**src/rtl/psram_mem_arbiter.sv**
```systemverilog
// Shares one 16-bit PSRAM controller between the fetch and data ports; each 32-bit access
// becomes two halfword transactions (low first). Define PSRAM_ARB_RR_EN for round-robin grant.
module psram_mem_arbiter #(
    parameter int TIMEOUT_CYCLES = 256
) (
    input  logic        clk,
    input  logic        reset_n,
    input  logic        i_req,
    input  logic [31:0] i_addr,
    output logic        i_ack,
    output logic [31:0] i_rdata,
    input  logic        d_req,
    input  logic        d_we,
    input  logic [31:0] d_addr,
    input  logic [3:0]  d_be,
    input  logic [31:0] d_wdata,
    output logic        d_ack,
    output logic [31:0] d_rdata,
    output logic        stall,
    output logic        err,
    output logic [21:0] ps_addr,
    output logic        ps_read_en,
    output logic        ps_write_en,
    output logic [15:0] ps_data_in,
    output logic        ps_write_high_byte,
    output logic        ps_write_low_byte,
    input  logic        ps_read_avail,
    input  logic [15:0] ps_data_out,
    input  logic        ps_busy
);
    localparam int CW = $clog2(TIMEOUT_CYCLES) + 1;

    typedef enum logic [2:0] {IDLE, ISSUE_LO, WAIT_LO, ISSUE_HI, WAIT_HI, ACK} state_t;

    state_t        r_state, w_next;
    logic          r_own_d, r_we, r_err, r_rd_en, r_wr_en, r_hb, r_lb;
    logic [20:0]   r_addr;
    logic [3:0]    r_be;
    logic [31:0]   r_wdata, r_rdata;
    logic [21:0]   r_ps_addr;
    logic [15:0]   r_ps_data;
    logic [CW-1:0] r_cnt;
    logic          w_gnt_d, w_lo_en, w_hi_en, w_strb, w_any;
    logic          w_issue, w_hi, w_done, w_tmo;
    logic          w_unused;

    assign w_unused = &{1'b0, i_addr[31:23], i_addr[1:0], d_addr[31:23], d_addr[1:0]};

`ifdef PSRAM_ARB_RR_EN
    logic r_last_d;
    // On contention, the port that was not served last wins.
    assign w_gnt_d = d_req & (~i_req | ~r_last_d);
`else
    assign w_gnt_d = d_req;
`endif

    assign w_any   = i_req | d_req;
    // Reads always transfer both halves; writes skip a half with no enables.
    assign w_lo_en = ~r_we | (|r_be[1:0]);
    assign w_hi_en = ~r_we | (|r_be[3:2]);
    assign w_strb  = r_rd_en | r_wr_en;

    always_ff @(posedge clk or negedge reset_n) begin
        if (!reset_n) r_state <= IDLE;
        else          r_state <= w_next;
    end

    always_comb begin
        w_next = r_state;
        case (r_state)
            IDLE:     if (w_any) w_next = ISSUE_LO;
            ISSUE_LO: begin
                if (!w_lo_en)      w_next = w_hi_en ? ISSUE_HI : ACK;
                else if (!ps_busy) w_next = WAIT_LO;
            end
            WAIT_LO: begin
                if (w_done)     w_next = w_hi_en ? ISSUE_HI : ACK;
                else if (w_tmo) w_next = ACK;
            end
            ISSUE_HI: if (!ps_busy) w_next = WAIT_HI;
            WAIT_HI:  if (w_done || w_tmo) w_next = ACK;
            ACK:      w_next = IDLE;
            default:  w_next = IDLE;
        endcase
    end

    always_comb begin
        w_issue = 1'b0;
        w_hi    = 1'b0;
        w_done  = 1'b0;
        w_tmo   = 1'b0;
        i_ack   = 1'b0;
        d_ack   = 1'b0;
        case (r_state)
            ISSUE_LO: w_issue = w_lo_en & ~ps_busy;
            ISSUE_HI: begin
                w_issue = ~ps_busy;
                w_hi    = 1'b1;
            end
            WAIT_LO, WAIT_HI: begin
                w_hi   = (r_state == WAIT_HI);
                // The strobe cycle itself never completes a half.
                w_done = ~w_strb & (r_we ? ~ps_busy : ps_read_avail);
                w_tmo  = ~w_done & (r_cnt == CW'(TIMEOUT_CYCLES - 1));
            end
            ACK: begin
                i_ack = ~r_own_d;
                d_ack = r_own_d;
            end
            default: ;
        endcase
    end

    always_ff @(posedge clk or negedge reset_n) begin
        if (!reset_n) begin
            r_own_d   <= 1'b1;
            r_we      <= 1'b0;
            r_addr    <= '0;
            r_be      <= '0;
            r_wdata   <= '0;
            r_rdata   <= '0;
            r_rd_en   <= 1'b0;
            r_wr_en   <= 1'b0;
            r_ps_addr <= '0;
            r_ps_data <= '0;
            r_hb      <= 1'b0;
            r_lb      <= 1'b0;
            r_cnt     <= '0;
            r_err     <= 1'b0;
        end else begin
            if (r_state == IDLE && w_any) begin
                r_own_d <= w_gnt_d;
                r_addr  <= w_gnt_d ? d_addr[22:2] : i_addr[22:2];
                r_we    <= w_gnt_d & d_we;
                r_be    <= w_gnt_d ? d_be : 4'b0;
                r_wdata <= w_gnt_d ? d_wdata : 32'b0;
            end
            r_rd_en <= w_issue & ~r_we;
            r_wr_en <= w_issue & r_we;
            if (w_issue) begin
                r_ps_addr <= {r_addr, w_hi};
                r_ps_data <= r_we ? (w_hi ? r_wdata[31:16] : r_wdata[15:0]) : 16'h0;
                r_hb      <= r_we & (w_hi ? r_be[3] : r_be[1]);
                r_lb      <= r_we & (w_hi ? r_be[2] : r_be[0]);
            end
            if (w_issue)
                r_cnt <= '0;
            else if (r_state == WAIT_LO || r_state == WAIT_HI)
                r_cnt <= r_cnt + CW'(1);
            if (w_done && !r_we) begin
                if (w_hi) r_rdata[31:16] <= ps_data_out;
                else      r_rdata[15:0]  <= ps_data_out;
            end
            if (w_tmo) r_err <= 1'b1;
        end
    end

`ifdef PSRAM_ARB_RR_EN
    always_ff @(posedge clk or negedge reset_n) begin
        if (!reset_n)                    r_last_d <= 1'b0;
        else if (r_state == IDLE && w_any) r_last_d <= w_gnt_d;
    end
`endif

    assign i_rdata            = r_rdata;
    assign d_rdata            = r_rdata;
    assign err                = r_err;
    assign ps_addr            = r_ps_addr;
    assign ps_read_en         = r_rd_en;
    assign ps_write_en        = r_wr_en;
    assign ps_data_in         = r_ps_data;
    assign ps_write_high_byte = r_hb;
    assign ps_write_low_byte  = r_lb;
    assign stall              = (i_req & ~i_ack) | (d_req & ~d_ack);

endmodule
```
**config.mk**
```make
export PLATFORM = sky130hd
export DESIGN_NAME = psram_mem_arbiter
export DESIGN_NICKNAME = d
export VERILOG_FILES = /design/src/rtl/psram_mem_arbiter.sv
export SDC_FILE = /design/constraint.sdc
export NUM_CORES = 1
export LEC_CHECK = 0
export ABC_AREA = 1
export ABC_CLOCK_PERIOD_IN_PS = 1870
export CAP_MARGIN = 20
export CORE_ASPECT_RATIO = 1.25
export CORE_UTILIZATION = 46
export DETAILED_ROUTE_END_ITERATION = 10
export GPL_ROUTABILITY_DRIVEN = 0
export PLACE_DENSITY = 0.92
export SYNTH_ARGS = -nofsm -noshare
export SYNTH_HDL_FRONTEND = slang
export SYNTH_SLANG_ARGS = --single-unit
export TNS_END_PERCENT = 5
```
**constraint.sdc**
```tcl
create_clock -name clk -period 1.87 [get_ports clk]
set_input_delay 0.4675 -clock clk [delete_from_list [all_inputs] [get_ports clk]]
set_output_delay 0.4675 -clock clk [all_outputs]
set_load 0.01 [all_outputs]
```
* Word level (Yosys, flattened, before mapping)
Index checks and enable logic that the tools add are counted.
** Word-level totals
- Register bits after elaboration :: 146
- Bits in latches :: 0
- Bits in read-only memories :: 0
- Input bits :: 123
- RAM bits :: 0
- Memories kept :: 0
- Output and inout bits :: 110
- Word-level logic and storage cells :: 89
** Operators by class
- Shift operators :: 0
- Divide/modulo/power cells :: 0
- Equal/unequal tests :: 11
- Reductions and logical operators :: 13
- Multipliers :: 0
- Add/subtract/negate cells :: 1
- Order comparisons :: 0
- Bitwise operators :: 23
- Multiplexer cells :: 25
** Operators by type and width (number)
- 16-bit 2-to-1 mux :: 2
- 32-bit 2-to-1 mux :: 1
- 3-bit 2-to-1 mux :: 8
- 21-bit 2-to-1 mux :: 1
- 9-bit 2-to-1 mux :: 2
- 3-bit one-hot mux with 5 select lines :: 1
- 1-bit bitwise AND :: 10
- 9-bit by 1-bit adder with 9-bit output, second input constant :: 1
- 9-bit by 8-bit equality test with 1-bit output, second input constant :: 1
- 1-bit inverter :: 8
- 1-bit 2-to-1 mux :: 7
- 3-bit by 2-bit equality test with 1-bit output, second input constant :: 2
- 3-bit equality test, second input constant :: 2
- 2-bit inequality test, second input constant :: 3
- 3-bit inequality test, second input constant :: 2
- 2-bit OR reduction :: 3
- 1-bit bitwise OR :: 5
- 5-bit AND reduction :: 1
- 4-bit 2-to-1 mux :: 1
- 1-bit one-hot mux with 2 select lines :: 2
- 2-bit AND reduction :: 2
- 3-bit by 1-bit equality test with 1-bit output, second input constant :: 1
- 3-bit logical NOT :: 1
- 1-bit logical AND :: 2
- 3 further kinds :: 4

* Longest topological paths before layout
- Word-level depth :: 9
- Mapped depth :: 11
- Mapped depth without buffers :: 11

* Least setup slack after synthesis
OpenSTA, ideal clock, no wires.
- Kind :: input to output
- Start :: in d_req
- End :: out stall
- Path slack :: 229 ps
- Stages :: 4
- Arrival time :: 1173 ps
- Cell sequence :: clkbuf_1 > inv_1 > clkbuf_1 > o22ai_1
** On the way
- Longest elaborated chain between the ends :: 2
** Ends and longest elaborated chain
- start: declaration :: RTL line 12 : input logic d_req,
- 1-bit bitwise AND :: RTL line 174 : assign stall = (i_req & ~i_ack) | (d_req & ~d_ack);
- 1-bit bitwise OR :: RTL line 174
- end: declaration :: RTL line 19 : output logic stall,
Every way passes these cells.

* Final worst setup path
- Start :: reg r_state[1]
- End :: out stall
** On the way
- Longest elaborated chain between the ends :: 5
- Elaborated cells on any way between the ends :: 8
** Ends and longest elaborated chain
- start: declaration :: RTL line 35 : state_t r_state, w_next;
- start signal: assignment :: RTL line 65 : else r_state <= w_next;
- 3-bit equality test * :: RTL line 94 : case (r_state)
- 1-bit 2-to-1 mux :: RTL line 94
- 1-bit inverter :: RTL line 174
- 1-bit bitwise AND :: RTL line 174
- 1-bit bitwise OR * :: RTL line 174
Every way passes the cells marked *; elsewhere a longest branch is shown, timed or not.

==> metrics <==
1st-pass router iterations 6; ant diodes 0; Internal approximately 9.5 mW; HPWL after DPL ~12 mm; I/O pins about 230; flip-flop and latch area 3650 um2; core box area approximately 14000 um2; die height around 140 um; Sw Pwr ~5.5 mW; fmax approximately 0.52 GHz; yosys warns 0; Buffers on Ports 210; maximum vdd drop 0.977 mV; Routed WL approximately 17 mm; Pwr Total 15.0 mW; CTS max path bufs 2; worst path arrival time 1450 ps; min cycle time layout between 1500 and 2000 ps; CTS HTree Levels 4; Starting Density a little under half; RSZ-0062 raised after global routing yes; clock sinks 146; share of the cycle needed by the critical path after routing 103%; CTS Buf Count 17; Sequential Power Share 35.0%; Buffers & Inverters on Critical Path 3; CTS clk-pin slew, worst paths 60 ps; DRC violations left 0; EDFF count, synth 0; Slew headroom between 50% and 60%; most area-hungry cell type in the Yosys netlist dfrtp_1; mapped cell area 6730 um2; area occupied by multi-input gates about 2400 um2; initial antenna violation count 0; highest routed layer met4; wl on met1 approximately 6.6 mm; Synth top area share ~54%; metal2 WL roughly 8.8 mm; clk root buf clkbuf_16; detailed-route via count ~6k; CP max FO 2; library cells used by synthesis 30; Final Hold Viols 0; worst-skew pair later-pin latency slightly above 400 ps; startpoint types flop; Synth Net Count between 800 and 900; DIE WIDTH 110 um; clock skew ~10 ps; Filler cells around 1.1k; average size of a mapped cell just under 9 um2; Final ANT Viol Nets 0; DR vias/cell ~5; Top FF cell, synth dfrtp_1; commonest cells in the netlist nand2_1 (188), dfrtp_1 (145), o21ai_0 (101); most common cell in the netlist nand2_1; Post-Route Setup TNS -47.5 ps; slowest cell delay on critical path roughly 400 ps; CTS tree yes; met3 wire length 1.10 mm; final number of max-transition violations 0; crit path cell chain inv_2 > nand3_4 > nor2_4 > buf_6 > o22ai_2 > buf_2; Synth area leaders dfrtp_1 (54%), nand2_1 (10%), o21ai_0 (7.5%), nand3_1 (6.2%), buf_4 (4.5%); combinational power share between 40% and 50%; slowest CP cell dfrtp_1; CP Class flop to output port; DR iter-0 viols 329; Leak ~4.5 nW; failing checks negative setup slack; power per cell area 1560 nW/um2; CP Data Required Time around 1400 ps; WL per Instance 14.8 um; Async SR Flop Fraction between 90% and 100%; DIE AREA between 15000 and 20000 um2; status finished, violations left; pin count of the biggest net entering global routing approximately 70; sequential element share of the synthesized area 54.3%; first-pass GRT wire length approximately 27 mm; total gr overflow 0; switching share of total power a little under two fifths; Worst Tran Pin Value roughly 640 ps; clock power share a little under a quarter; Max Cap Viol 0; Post-Syn Instances between 700 and 800; number of global-route vias before repair 5850; Crit path max-delay family flip-flops; row cnt 49; Final Core Density ~67%; Hold WC Path Type flop to flop; CP endpoint kind output port; # setup viols final 1; Yosys reg bits 146; GRT Total Usage between 20% and 30%; Area Overhead vs Synth 42.4%; Final Net Count about 1.1k; share of layout cells above drive strength 1 about 13%; final setup margin -47.5 ps
## final timing paths
kind / slack (ps) / from / depth (start not counted) / to
min in group asynchronous: 560 / reset_n / 2 / r_addr[6]$_DFFE_PN0P_
max in group asynchronous: 750 / reset_n / 3 / ps_data_in[6]$_DFFE_PN0N_
min reg2reg: 480 / ps_data_in[12]$_DFFE_PN0N_ / 2 / ps_data_in[12]$_DFFE_PN0N_
max: -50 / r_state[1]$_DFFE_PN0P_ / 6 / stall
min: 480 / ps_data_in[12]$_DFFE_PN0N_ / 2 / ps_data_in[12]$_DFFE_PN0N_
max reg2reg: 60 / r_state[1]$_DFFE_PN0P_ / 11 / r_state[1]$_DFFE_PN0P_
## kinds of logic (layout without fill, tap and decap cells)
logic type / after synthesis / count (layout) / share of synthesized area [%]
AOI/OAI and AO/OA: 133 / 133 / 11.0
adders and majority gates: 2 / 2 / 0.372
buffers and inverters: 157 / 354 / 11.5
DFF: 146 / 146 / 54.3
and+or+nand+nor: 333 / 333 / 22.8
## state kept, by name, summed over array words and instances (netlist names)
register / count
d_rdata: 32
r_wdata: 32
ps_addr: 22
r_addr: 21
ps_data_in: 16
r_cnt: 9
r_be: 4
r_state: 3
err: 1
ps_read_en: 1
ps_write_en: 1
ps_write_high_byte: 1
ps_write_low_byte: 1
r_own_d: 1
r_we: 1
## power by group through the flow
stage | Sequential (mW) | Combinational [mW] | Clock (mW)
after floorplan | 5.41 | 3.27 | 0
after global placement | 5.16 | 5.95 | 0
after detailed placement | 5.23 | 6.15 | 0
after CTS | 5.22 | 6.27 | 3.46
after global routing | 5.39 | 7.02 | 3.61
final | 5.24 | 6.32 | 3.41
## stage by stage
stage | instances | instance area, um2 | hold WS (ps) | worst slack [ps]
2_1_floorplan | 771 | 6730 | 172 | 229
3_3_place_gp | 1107 | 8850 | 435 | -248
3_5_place_dp | 1107 | 8850 | 440 | -262
4_1_cts | 1144 | 9510 | 486 | -40.3
5_1_grt | 1146 | 9580 | 510 | -90.7
6_report | 1146 | 9580 | 480 | -47.5
## worst min-delay path, delay by kind of cell (launching register included)
family        cells  cell delay [ps]
flops             1              340
simple gates      2              110
## layout by cell type, fill, tap and decap left out, types with 2 or more instances in the layout
cell type        Yosys  routed
bufinv_16            0       2
o211ai_1            21      21
nand2_1            188     187
nand3_4              1       2
nand4_1              4       4
dlymetal6s2s_1       0       7
nand2_4              4       4
inv_8                0       2
inv_6                0       5
inv_1               78      76
buf_4               40      18
nand3_1             83      81
nor3_1               4       4
clkbuf_16            0      17
nand2_2              3       4
nand3_2              2       3
o21ai_0            101     100
inv_2                5       7
buf_6                3       3
clkinvlp_4           0       4
buf_2               10       3
clkdlybuf4s50_1      0     198
a21oi_1              6       6
dfrtp_1            145     145
o21ai_1              1       2
or2_2               21      21
buf_12               0       8
nor2_1              17      13
nor2_4               4       7
## routing by layer
metal  vias to the layer above  track usage, %
li1                       2811               -
met1                      2817            26.6
met2                       233            40.4
met3                        37            6.05
met4                         0            10.7
met5                         -               0
## timing repair
item | in CTS | in global routing
buffers inserted | 4 | 2
setup endpoints to repair | 6 | 22
hold buffers | 1 | 0
gates resized for setup | 20 | 18
hold endpoints to repair | 2 | 0
pin swaps | 2 | 3
## cell type report
class	count	share of cell area [%]
Tap cell	178	2.33
Timing Repair Buffer	239	25.4
Sequential cell	146	38.2
Clock buffer	17	4.44
Multi-Input combinational cell	468	24.7
Clock inverter	15	1.78
Inverter	83	3.25
No activity file was read; power rests on OpenSTA's default activity.
